**src/rtl/block_packer.sv**
```systemverilog
// Packs a stream of bytes from I2C or SRAM into BLOCK_BYTES-wide blocks, first byte in the MSBs.
// Define PKCS_PAD_EN to pad partial blocks PKCS#7-style; otherwise flushed partial blocks are zero-padded.
module block_packer #(
  parameter int BLOCK_BYTES = 8,
  parameter int CNT_W       = 5
) (
  input  logic                     clk,
  input  logic                     n_rst,
  input  logic                     src_sel,
  input  logic [7:0]               i2c_byte,
  input  logic [7:0]               sram_byte,
  input  logic                     byte_valid,
  input  logic                     flush,
  input  logic                     blk_ready,
  output logic                     byte_ready,
  output logic                     blk_valid,
  output logic [8*BLOCK_BYTES-1:0] blk_data,
  output logic [CNT_W-1:0]         byte_count,
  output logic                     overflow_err
);

  // state | meaning
  // FILL  | accepting bytes from the selected source
  // PAD   | writing pad bytes until the block is full
  // HOLD  | block complete, waiting for the downstream handshake
  typedef enum logic [1:0] {FILL, PAD, HOLD} state_t;

  localparam int DW = 8 * BLOCK_BYTES;
  localparam logic [CNT_W-1:0] FULL_CNT = CNT_W'(BLOCK_BYTES);

  state_t           state, state_nx;
  logic [CNT_W-1:0] cnt_nx, cnt_inc;
  logic [DW-1:0]    data_nx;
  logic             ovf_nx;
  logic [7:0]       in_byte, pad_byte;
`ifdef PKCS_PAD_EN
  logic [7:0]       pad_val, pad_nx;
  logic             pend, pend_nx;
`endif

  function automatic logic [DW-1:0] put_byte(input logic [DW-1:0] d,
                                             input logic [CNT_W-1:0] idx,
                                             input logic [7:0] b);
    logic [DW-1:0] r;
    r = d;
    for (int i = 0; i < BLOCK_BYTES; i++)
      if (idx == CNT_W'(i)) r[DW-8-8*i +: 8] = b;
    return r;
  endfunction

  assign byte_ready = (state == FILL);
  assign blk_valid  = (state == HOLD);

  always_comb begin
    state_nx = state;
    cnt_nx   = byte_count;
    data_nx  = blk_data;
    ovf_nx   = overflow_err | (byte_valid & (state != FILL));
    in_byte  = src_sel ? sram_byte : i2c_byte;
    cnt_inc  = byte_count + 1'b1;
`ifdef PKCS_PAD_EN
    pad_nx   = pad_val;
    pend_nx  = pend;
    pad_byte = pad_val;
`else
    pad_byte = 8'h00;
`endif
    case (state)
      FILL: begin
        if (byte_valid) begin
          data_nx = put_byte(blk_data, byte_count, in_byte);
          cnt_nx  = cnt_inc;
        end
        // a same-cycle byte is accepted before the flush is considered
        if (cnt_nx == FULL_CNT) begin
          state_nx = HOLD;
`ifdef PKCS_PAD_EN
          if (flush) pend_nx = 1'b1;
`endif
        end else if (flush) begin
`ifdef PKCS_PAD_EN
          state_nx = PAD;
          pad_nx   = 8'(BLOCK_BYTES) - 8'(cnt_nx);
`else
          if (cnt_nx != '0) state_nx = PAD;
`endif
        end
      end
      PAD: begin
        data_nx = put_byte(blk_data, byte_count, pad_byte);
        cnt_nx  = cnt_inc;
        if (cnt_inc == FULL_CNT) state_nx = HOLD;
      end
      HOLD: begin
        if (blk_ready) begin
          cnt_nx   = '0;
          data_nx  = '0;
          state_nx = FILL;
`ifdef PKCS_PAD_EN
          // flush landed on a block boundary: emit a whole pad block next
          if (pend) begin
            state_nx = PAD;
            pad_nx   = 8'(BLOCK_BYTES);
            pend_nx  = 1'b0;
          end
`endif
        end
      end
      default: state_nx = FILL;
    endcase
  end

  always_ff @(posedge clk) begin
    if (!n_rst) begin
      state        <= FILL;
      byte_count   <= '0;
      blk_data     <= '0;
      overflow_err <= 1'b0;
`ifdef PKCS_PAD_EN
      pad_val      <= 8'h00;
      pend         <= 1'b0;
`endif
    end else begin
      state        <= state_nx;
      byte_count   <= cnt_nx;
      blk_data     <= data_nx;
      overflow_err <= ovf_nx;
`ifdef PKCS_PAD_EN
      pad_val      <= pad_nx;
      pend         <= pend_nx;
`endif
    end
  end

endmodule
```
**config.mk**
```make
export PLATFORM = sky130hd
export DESIGN_NAME = block_packer
export DESIGN_NICKNAME = d
export VERILOG_FILES = /design/src/rtl/block_packer.sv
export SDC_FILE = /design/constraint.sdc
export NUM_CORES = 1
export LEC_CHECK = 0
export BUFFER_PORTS_ARGS = -buffer_cell sky130_fd_sc_hd__clkbuf_2
export CELL_PAD_IN_SITES_DETAIL_PLACEMENT = 1
export CELL_PAD_IN_SITES_GLOBAL_PLACEMENT = 1
export CORE_MARGIN = 3
export CORE_UTILIZATION = 40
export DETAILED_ROUTE_END_ITERATION = 8
export GPL_TIMING_DRIVEN = 1
export PLACE_DENSITY = 0.91
export SYNTH_ARGS = -nofsm -noshare
export SYNTH_HDL_FRONTEND = slang
export SYNTH_SLANG_ARGS = --single-unit
export TNS_END_PERCENT = 10
```
**constraint.sdc**
```tcl
create_clock -name clk -period 1.8 [get_ports clk]
set_input_delay 0.18 -clock clk [delete_from_list [all_inputs] [get_ports clk]]
set_output_delay 0.18 -clock clk [all_outputs]
set_load 0.01 [all_outputs]
```
## After elaboration in Yosys (flattened, before gate mapping)

Cells that the tools add are included.

- Register bits after elaboration: 72
- Bits of input ports: 22
- Output and inout port bits: 72
- Logic and storage cells: 91

- $add $sub $neg: 1
- Equal/unequal tests: 32
- Mux-type cells: 30
- Bitwise gates (word level): 2
- Reductions and logical operators: 15

Operator list:

| kind | count |
|---|---|
| $pmux 64 s3 | 1 |
| $mux 8 | 17 |
| $mux 64 | 2 |
| $reduce_and 5->1 | 8 |
| $ne 2x2->1 const B | 11 |
| $eq 5x3->1 const B | 4 |
| $ne 2x1->1 const B | 8 |
| $mux 5 | 3 |
| $pmux 5 s3 | 1 |
| $eq 5x2->1 const B | 2 |
| $eq 5x4->1 const B | 2 |
| $mux 2 | 5 |
| $pmux 2 s3 | 1 |
| $add 5x1->5 const B | 1 |
| $eq 5x1->1 const B | 1 |
| $logic_not 5->1 | 1 |
| $reduce_bool 5->1 | 1 |
| $reduce_and 4->1 | 1 |
| $ne 3x1->1 const B | 1 |
| $ne 3x2->1 const B | 1 |
| $reduce_bool 3->1 | 1 |
| $eq 2x1->1 const B | 1 |
| $eq 2x2->1 const B | 1 |
| $logic_not 2->1 | 1 |
| other kinds (4) | 4 |

## Logic depth before layout (Yosys ltp)

Gate-level depths: netlist of the first run.

- Word-level depth: 8
- Mapped depth: 8
- Mapped depth without buffers: 8

## Worst setup path before layout of the first run

Ideal clock, no wire load.

- Path type: reg2reg
- From: register byte_count[1]
- To: register state[1]
- Library setup time: 0.116 ns
- Arrival: 1.662 ns
- Data required time: 1.684 ns
- Slack: 0.022 ns
- Cell stages (with the launch flop): 8
- Path buffers: 0
- Clock period less this slack: 1.778 ns
- Path through: dfxtp_1 -> ha_1 -> xor2_1 -> nor3_1 -> o21ai_2 -> nand2_2 -> a211o_1 -> o211a_1

- Longest elaborated chain between the ends: 6
- Elaborated cells on any way between the ends: 12
- Those cells by class: add/sub (1); eq/ne (5); mux (4); reduce/logical (2)

Ends and longest elaborated chain:

| element | RTL line | RTL |
|---|---|---|
| start, declared | 18 | `output logic [CNT_W-1:0] byte_count,` |
| start signal, assigned | 125 | `byte_count <= cnt_nx;` |
| $add 5x1->5 | 60 | `cnt_inc = byte_count + 1'b1;` |
| $mux 5 | 70 | `if (byte_valid) begin` |
| $mux 5 | 68 | `case (state)` |
| $eq 5x4->1 or $reduce_bool 5->1 (tied branches) | 75, 85 |  |
| $ne 3x1->1 (no line), or another cell as far along | -- |  |
| $reduce_and 4->1 (no line) or $pmux 2 s3 (tied branches) | -- |  |
| end signal, assigned | 124 | `state <= state_nx;` |
| end, declared | 31 | `state_t state, state_nx;` |

Parallel ways exist; a longest one is shown, timed or not. The select of a mux whose other input is x is not followed.
A chain may end at the register's enable or synchronous reset.

## Worst setup path after layout of the first run

- From: register state[0]
- To: register blk_data[2]

- Longest elaborated chain between the ends: 3
- Elaborated cells on any way between the ends: 10
- Those cells by class: eq/ne (6); mux (1); reduce/logical (3)

Ends and longest elaborated chain:

| element | RTL line | RTL |
|---|---|---|
| $eq 2x1->1, or another cell as far along | 68 |  |
| $ne 2x2->1 (no line), or another cell as far along | -- |  |
| $reduce_and 5->1 (no line) | -- |  |
| end signal, assigned | 126 | `blk_data <= data_nx;` |
| end, declared | 17 | `output logic [8*BLOCK_BYTES-1:0] blk_data,` |

Parallel ways exist; a longest one is shown, timed or not.

==> results.md, run 1 <==
- Placed inst area: 4257 sq um
- Clk pwr share: 17.5%
- Initial Utilization: 41.47%
- Crit path DAT: 2.09 ns
- Clk_lat worst skew: 0.36 ns
- Core area: between 8000 and 9000 sq um
- Reg-to-Reg Start: state[0]
- Worst hold-check path type: in2reg
- Combinational Power Share: between 50% and 60%
- Post-Route Skew: 0.01336 ns
- R2r worst-path depth: 10
- Row count: 33
- 1st-iter DRT viols: 159
- Share of layout cells above drive strength 1: 41.94%
- Avg Inst Size Synth: 10.57 sq um
- CTS clock-pin slew for the worst setup and hold paths: ~0.08 ns
- Status: finished with violations
- Drt wl/cell: 22.12 um
- Worst Tran Pin Value: 0.5797 ns
- Hpwl dp: roughly 7300 um
- Initial DRT Pass Iterations: 4
- Overflow after GRT: 0
- Diodes inserted: 0
- RSZ-0062 raised after global routing: true
- Hold Vio Cnt, Final: 0
- Root Buffer Master: clkbuf_8
- Post-route clock period utilization: 103.1%
- Initial antenna violation count: 0
- CTS Buf Count: 9
- DR WL met2: roughly 6400 um
- Worst vdd ir: approximately 0.0009 V
- Final WS setup: -0.05520 ns
- Met1 WL: just over 5000 um
- Vias in the first global route: 3,159
- Die width: between 90 and 100 um
- Highest metal used: met4
- Post-synth EDFFs: 0
- Via total after detailed routing: a little under 3,000
- Startpoint types: register
- Yosys top cell by area: dfxtp_1
- Max-cap violations: 0
- Worst reg-to-reg setup slack: -0.06 ns
- Critical Path RT: a little over 2 ns
- Fmax: 539.0 MHz
- CTS Hold Bufs: 0
- Most used flip-flop cell after synthesis: dfxtp_1
- DIE AREA: 9707 sq um
- First-pass GRT wire length: between 15,000 and 20,000 um
- Hold WS: 0.2932 ns
- Top-area cell type share of the netlist area: between 40% and 50%
- Hold Path Origin: flush
- Min-Delay Endpoint: state[1]
- Drt total wl: 12,340 um
- Placer Congestion: 0.8327
- Setup crit end kind: register
- Worst Setup SP: state[0]
- CTS Buffer Depth: 2
- Ys async rst share: 0%
- P_int: 5.414 mW
- Total track usage: 23.45%
- Setup Viol. Count Final: 7
- Pre-CTS WS: -0.2201 ns
- Switching share of power: approximately two fifths
- Number of I/O port buffers: 93
- Post-synth cell types: 40
- Vias per inst: 5.305
- Failing checks: setup timing
- Clock sink count: 72
- DIE HEIGHT: a little under 100 um
- Min Tclk post-route: roughly 1.9 ns
- Slew HR: between 60% and 70%
- DR WL met3: 542 um
- Seq/Total Area, Yosys: 42.09%
- # IOs: 94
- Fin. max-slew vios: 0
- Net Count, Synth: 355
- Post-route cell area: 4738 sq um
- Synth Warn #: 0
- P per Cell Area: around 2000 nW/um^2
- Largest fanout on the critical path: 8
- CTS tree: yes
- P_sw: 3.821 mW
- Max H-tree Level: 3
- Share of power burned in registers: 26.1%
- Synthesized cell area: 3425 sq um
- Number of synthesized register bits: 72
- DRT antenna net count: 0
- Reg2reg end: blk_data[2]
- Cells after Synth: 324
- Final net count: between 400 and 500
- # DRC: 0
- Setup CP Type: reg2reg
- Largest net degree at the start of global routing: 42
- Area Overhead vs Synth: 38.36%
- Hold path depth: 4
- Top post-synthesis cells by area: dfxtp_1 42%, mux2i_1 22%, nor2b_1 13%, a21oi_4 3.8%, ha_1 3.3%
- P_leak: 1.984 nW
-- flip-flops by register name, summed over array words and instances (netlist names) --
signal and flops:
blk_data 64, byte_count 5, state 2, overflow_err 1
-- worst max-delay path, cell delays in order, from the launching register on --
cell and delay [ns]:
dfxtp_2 0.37, inv_4 0.06, ha_4 0.15, nor2b_4 0.14, nor2_8 0.10, o21ai_4 0.07, buf_12 0.16, a21oi_4 0.15
buf_12 0.15, mux2i_1 0.27, nor2b_1 0.11
-- cells in the final DEF, fill, tap and decap left out, drive strengths merged, types with 3 or more instances in the layout --
cell type	instances
nor2b	72
mux2i	74
xor2	4
ha	9
o21ai	6
a21oi	10
nor3	3
bufinv	3
nand2	15
inv	7
nor2	14
buf	36
clkbuf	102
dfxtp	72
-- power groups by stage --
stage | clock network [mW] | logic (mW) | registers [mW]
6_report | 1.62 | 5.21 | 2.41
5_1_grt | 1.70 | 5.49 | 2.44
4_1_cts | 1.60 | 4.93 | 2.34
3_5_place_dp | 0 | 4.43 | 2.34
3_3_place_gp | 0 | 4.23 | 2.33
2_1_floorplan | 0 | 2.36 | 2.50
-- per-stage QoR --
step	total power, mW	util [%]	instances	setup TNS [ns]
2_1_floorplan	4.859	-	324	0
3_3_place_gp	6.560	51.55	536	-0.2605
3_5_place_dp	6.768	51.55	536	-6.382
4_1_cts	8.865	56.23	559	0
5_1_grt	9.627	57.38	558	-2.067
6_report	9.236	57.38	558	-0.1456
-- synth_stat cells (all sizes together) (2+ instances only) --
library cell / number
mux2i: 74
dfxtp: 72
nor2b: 72
nand2: 15
nor2: 14
a21oi: 10
clkbuf: 9
ha: 9
buf: 6
o21ai: 6
inv: 5
xor2: 4
nor3: 3
a21boi: 2
nand3: 2
nand4: 2
nor4: 2
o211a: 2
o21a: 2
-- layer usage --
metal,GRT usage [%],vias to the layer above
li1,-,1354
met1,28.04,1489
met2,41.29,98
met3,6.440,19
met4,6.513,0
met5,0,-
-- logic make-up after synthesis --
| kind of cell | share of synthesized area [%] |
|---|---|
| compound gates | 8.586 |
| xor+xnor | 1.279 |
| fa+ha+maj | 3.288 |
| buf+inv | 2.959 |
| flops | 42.09 |
| mux | 21.63 |
| simple gates | 20.17 |
-- worst max-delay path by stage --
stage	end	cells past startpoint
floorplan	state[1]	7
global placement	blk_data[58]	8
detailed placement	blk_data[63]	8
CTS	blk_data[57]	8
global route	blk_data[45]	9
finish	blk_data[2]	10
-- final cells by class --
cell class / instances / area, sq um
repair buffers: 129 / 864.6
fillers: 910 / 3520
well taps: 105 / 131.4
flip-flops and latches: 72 / 1450
clock inverters: 6 / 116.4
multi-input cells: 232 / 2031
clock buffers: 9 / 123.9
inverters: 5 / 21.27
-- repair_timing --
item                                    in CTS  in global routing
endpoints found under the setup margin      67                 60
buffers inserted                             8                  0
pin swaps                                    4                  3
resized for setup                           15                 25
Note: power is estimated with default switching activity, not from simulation.
==> run 2: changes to the inputs <==
--- a/config.mk
+++ b/config.mk
@@ -8,7 +8,7 @@
 export BUFFER_PORTS_ARGS = -buffer_cell sky130_fd_sc_hd__clkbuf_2
 export CELL_PAD_IN_SITES_DETAIL_PLACEMENT = 1
 export CELL_PAD_IN_SITES_GLOBAL_PLACEMENT = 1
-export CORE_MARGIN = 3
+export CORE_MARGIN = 2
 export CORE_UTILIZATION = 40
 export DETAILED_ROUTE_END_ITERATION = 8
 export GPL_TIMING_DRIVEN = 1
==> results.md, run 2 (synthesized netlist as in run 1, its figures left out) <==
- Status: finished with violations (unchanged)
- Failing checks: setup timing (unchanged)
- Critical path cell sequence: inv_4 > ha_4 > nor2b_4 > nor2_8 > o21ai_4 > a21oi_4 > buf_12 > mux2i_4 > nor2b_2 (was inv_4 > ha_4 > nor2b_4 > nor2_8 > o21ai_4 > buf_12 > a21oi_4 > buf_12 > mux2i_1 > nor2b_1)
- Clk_lat worst skew: 0.35 ns (was 0.36 ns)
- # DRC: 0 (unchanged)
- Drt total wl: 11,730 um (was 12,340 um)
- Drt wl/cell: 21.10 um (was 22.12 um)
- Row count: 33 (unchanged)
- Biggest regs: blk_data (64), byte_count (5), state (2) (unchanged)
- CTS Buf Count: 9 (unchanged)
- Clock sink count: 72 (unchanged)
- Worst Setup SP: state[0] (unchanged)
- Vias per inst: 5.228 (was 5.305)
- Initial antenna violation count: 0 (unchanged)
- Placer Congestion: 0.8149 (was 0.8327)
- Delay of the slowest critical-path stage: 0.38 ns (was 0.37 ns)
- Root Buffer Master: clkbuf_8 (unchanged)
- RSZ-0062 raised after global routing: true (unchanged)
- Final net count: 477 (was 480)
- Number of I/O port buffers: 93 (unchanged)
- Worst Tran Pin Value: 0.6108 ns (was 0.5797 ns)
- Vias in the first global route: 3,212 (was 3,159)
- Share of layout cells above drive strength 1: 45.23% (was 41.94%)
- Initial DRT Pass Iterations: 4 (unchanged)
- Via total after detailed routing: 2,907 (was 2,960)
- 1st-iter DRT viols: 92 (was 159)
- CTS Buffer Depth: 2 (unchanged)
- Commonest non-fill, non-tap cells in the layout: 93 x clkbuf_2, 67 x dfxtp_1, 61 x nor2b_1 (was 93 x clkbuf_2, 67 x nor2b_1, 67 x dfxtp_1)
- Setup crit end kind: register (unchanged)
- First-pass GRT wire length: 18,090 um (was 17,710 um)
- Fmax: 552.2 MHz (was 539.0 MHz)
- Post-route clock period utilization: 100.6% (was 103.1%)
- Total track usage: 26.27% (was 23.45%)
- Slowest CP cell: dfxtp_4 (was dfxtp_2)
- Hold Vio Cnt, Final: 0 (unchanged)
- TNS Setup: -0.02191 ns (was -0.1456 ns)
- # IOs: 94 (unchanged)
- Startpoint types: register (unchanged)
- P per Cell Area: 1934 nW/um^2 (was 1949 nW/um^2)
- Worst vdd ir: 0.0009500 V (was 0.0009002 V)
- Hold WS: 0.2841 ns (was 0.2932 ns)
- Hpwl dp: 7459 um (was 7341 um)
- Max-cap violations: 0 (unchanged)
- Die width: 96.53 um (was 98.53 um)
- Crit path DAT: 2.05 ns (was 2.09 ns)
- Area Overhead vs Synth: 40.04% (was 38.36%)
- DIE HEIGHT: 96.53 um (was 98.53 um)
- Slew HR: 59.13% (was 61.36%)
- Max H-tree Level: 3 (unchanged)
- Largest fanout on the critical path: 8 (unchanged)
- Commonest non-fill, non-tap cell in the layout: clkbuf_2 (unchanged)
- DIE AREA: 9317 sq um (was 9707 sq um)
- Post-Route Skew: 0.01044 ns (was 0.01336 ns)
- Largest net degree at the start of global routing: 42 (unchanged)
- CTS tree: yes (unchanged)
- Core area: 8258 sq um (unchanged)
- P_leak: 1.984 nW (about the same)
- Max reg flops: 64 (unchanged)
- Diodes inserted: 0 (unchanged)
- CTS clock-pin slew for the worst setup and hold paths: 0.08 ns (about the same)
- Layout filler cell count: 915 (was 910)
- Setup Viol. Count Final: 3 (was 7)
- Top reg by flops: blk_data (unchanged)
- Fin. max-slew vios: 0 (unchanged)
- Overflow after GRT: 0 (unchanged)
- Reg-to-Reg Start: state[0] (unchanged)
- Final WS setup: -0.01097 ns (was -0.05520 ns)
- Min Tclk post-route: 1.811 ns (was 1.855 ns)
- Setup CP Type: reg2reg (unchanged)
- CTS Hold Bufs: 0 (unchanged)
- DRT antenna net count: 0 (unchanged)
- Worst hold-check path type: in2reg (unchanged)
- Initial Utilization: 41.47% (unchanged)
- Hold Path Origin: flush (unchanged)
- Critical Path RT: 2.04 ns (was 2.03 ns)
## run 2: cell count changes in the layout (fill, tap and decap cells not counted), sizes merged
cell,delta
clkbuf,+1
clkinvlp,+1
buf,-3
inv,-1
## run 2: area by class of cell
class / instances / area (sq um) / area share, %
clock buffers: 10 / 137.6 / 2.870
clock inverters: 6 / 115.1 / 2.400
inverters: 5 / 23.77 / 0.4957
multi-input cells: 232 / 2110 / 43.99
flip-flops and latches: 72 / 1453 / 30.29
well taps: 105 / 131.4 / 2.739
repair buffers: 126 / 825.8 / 17.22
## run 2: final timing paths
check            endpoint  slack (ns)  cells past startpoint
min              state[0]        0.28                      4
min reg2reg  overflow_err        0.51                      2
max reg2reg  blk_data[54]       -0.01                      9
max          blk_data[54]       -0.01                      9
## run 2: repair_timing
item,in CTS,in global routing
resized for setup,31,31
setup buffers,6,3
endpoints found under the setup margin,67,57
hold endpoints to repair,0,0
pin swaps,3,6
## run 2: stage by stage
step	power, mW	util, %	instance area [sq um]	worst slack, ns	std cells
6_report	9.274	58.08	4796	-0.01097	556
5_1_grt	9.682	58.08	4796	-0.05320	556
4_1_cts	8.994	56.53	4668	-0.002662	554
3_5_place_dp	6.753	51.33	4239	-0.2700	532
3_3_place_gp	6.505	51.33	4239	-0.05136	532
2_1_floorplan	4.859	-	3425	0.02192	324
## run 2: metal layers
| metal | wire length, um | vias to the layer above | GRT usage, % |
|---|---|---|---|
| met5 | 0 | - | 0 |
| met4 | 329 | 0 | 9.390 |
| met3 | 549 | 27 | 6.594 |
| met2 | 6070 | 96 | 46.41 |
| met1 | 4781 | 1431 | 30.79 |
| li1 | - | 1353 | - |
## run 2: critical path: cells and delay by family (launching register included)
kind                     cells  cell delay, ns
AND/OR/NAND/NOR              3            0.31
buffers and inverters        2            0.22
multiplexers                 1            0.26
AO/OA/AOI/OAI                2            0.38
flip-flops                   1            0.38
adder cells (fa/ha/maj)      1            0.15
## run 2: where the power goes
group / switching [mW] / internal (mW) / leakage (nW)
clock network: 0.673 / 0.966 / 0.123
registers: 0.366 / 2.05 / 0.588
logic: 2.74 / 2.48 / 1.27
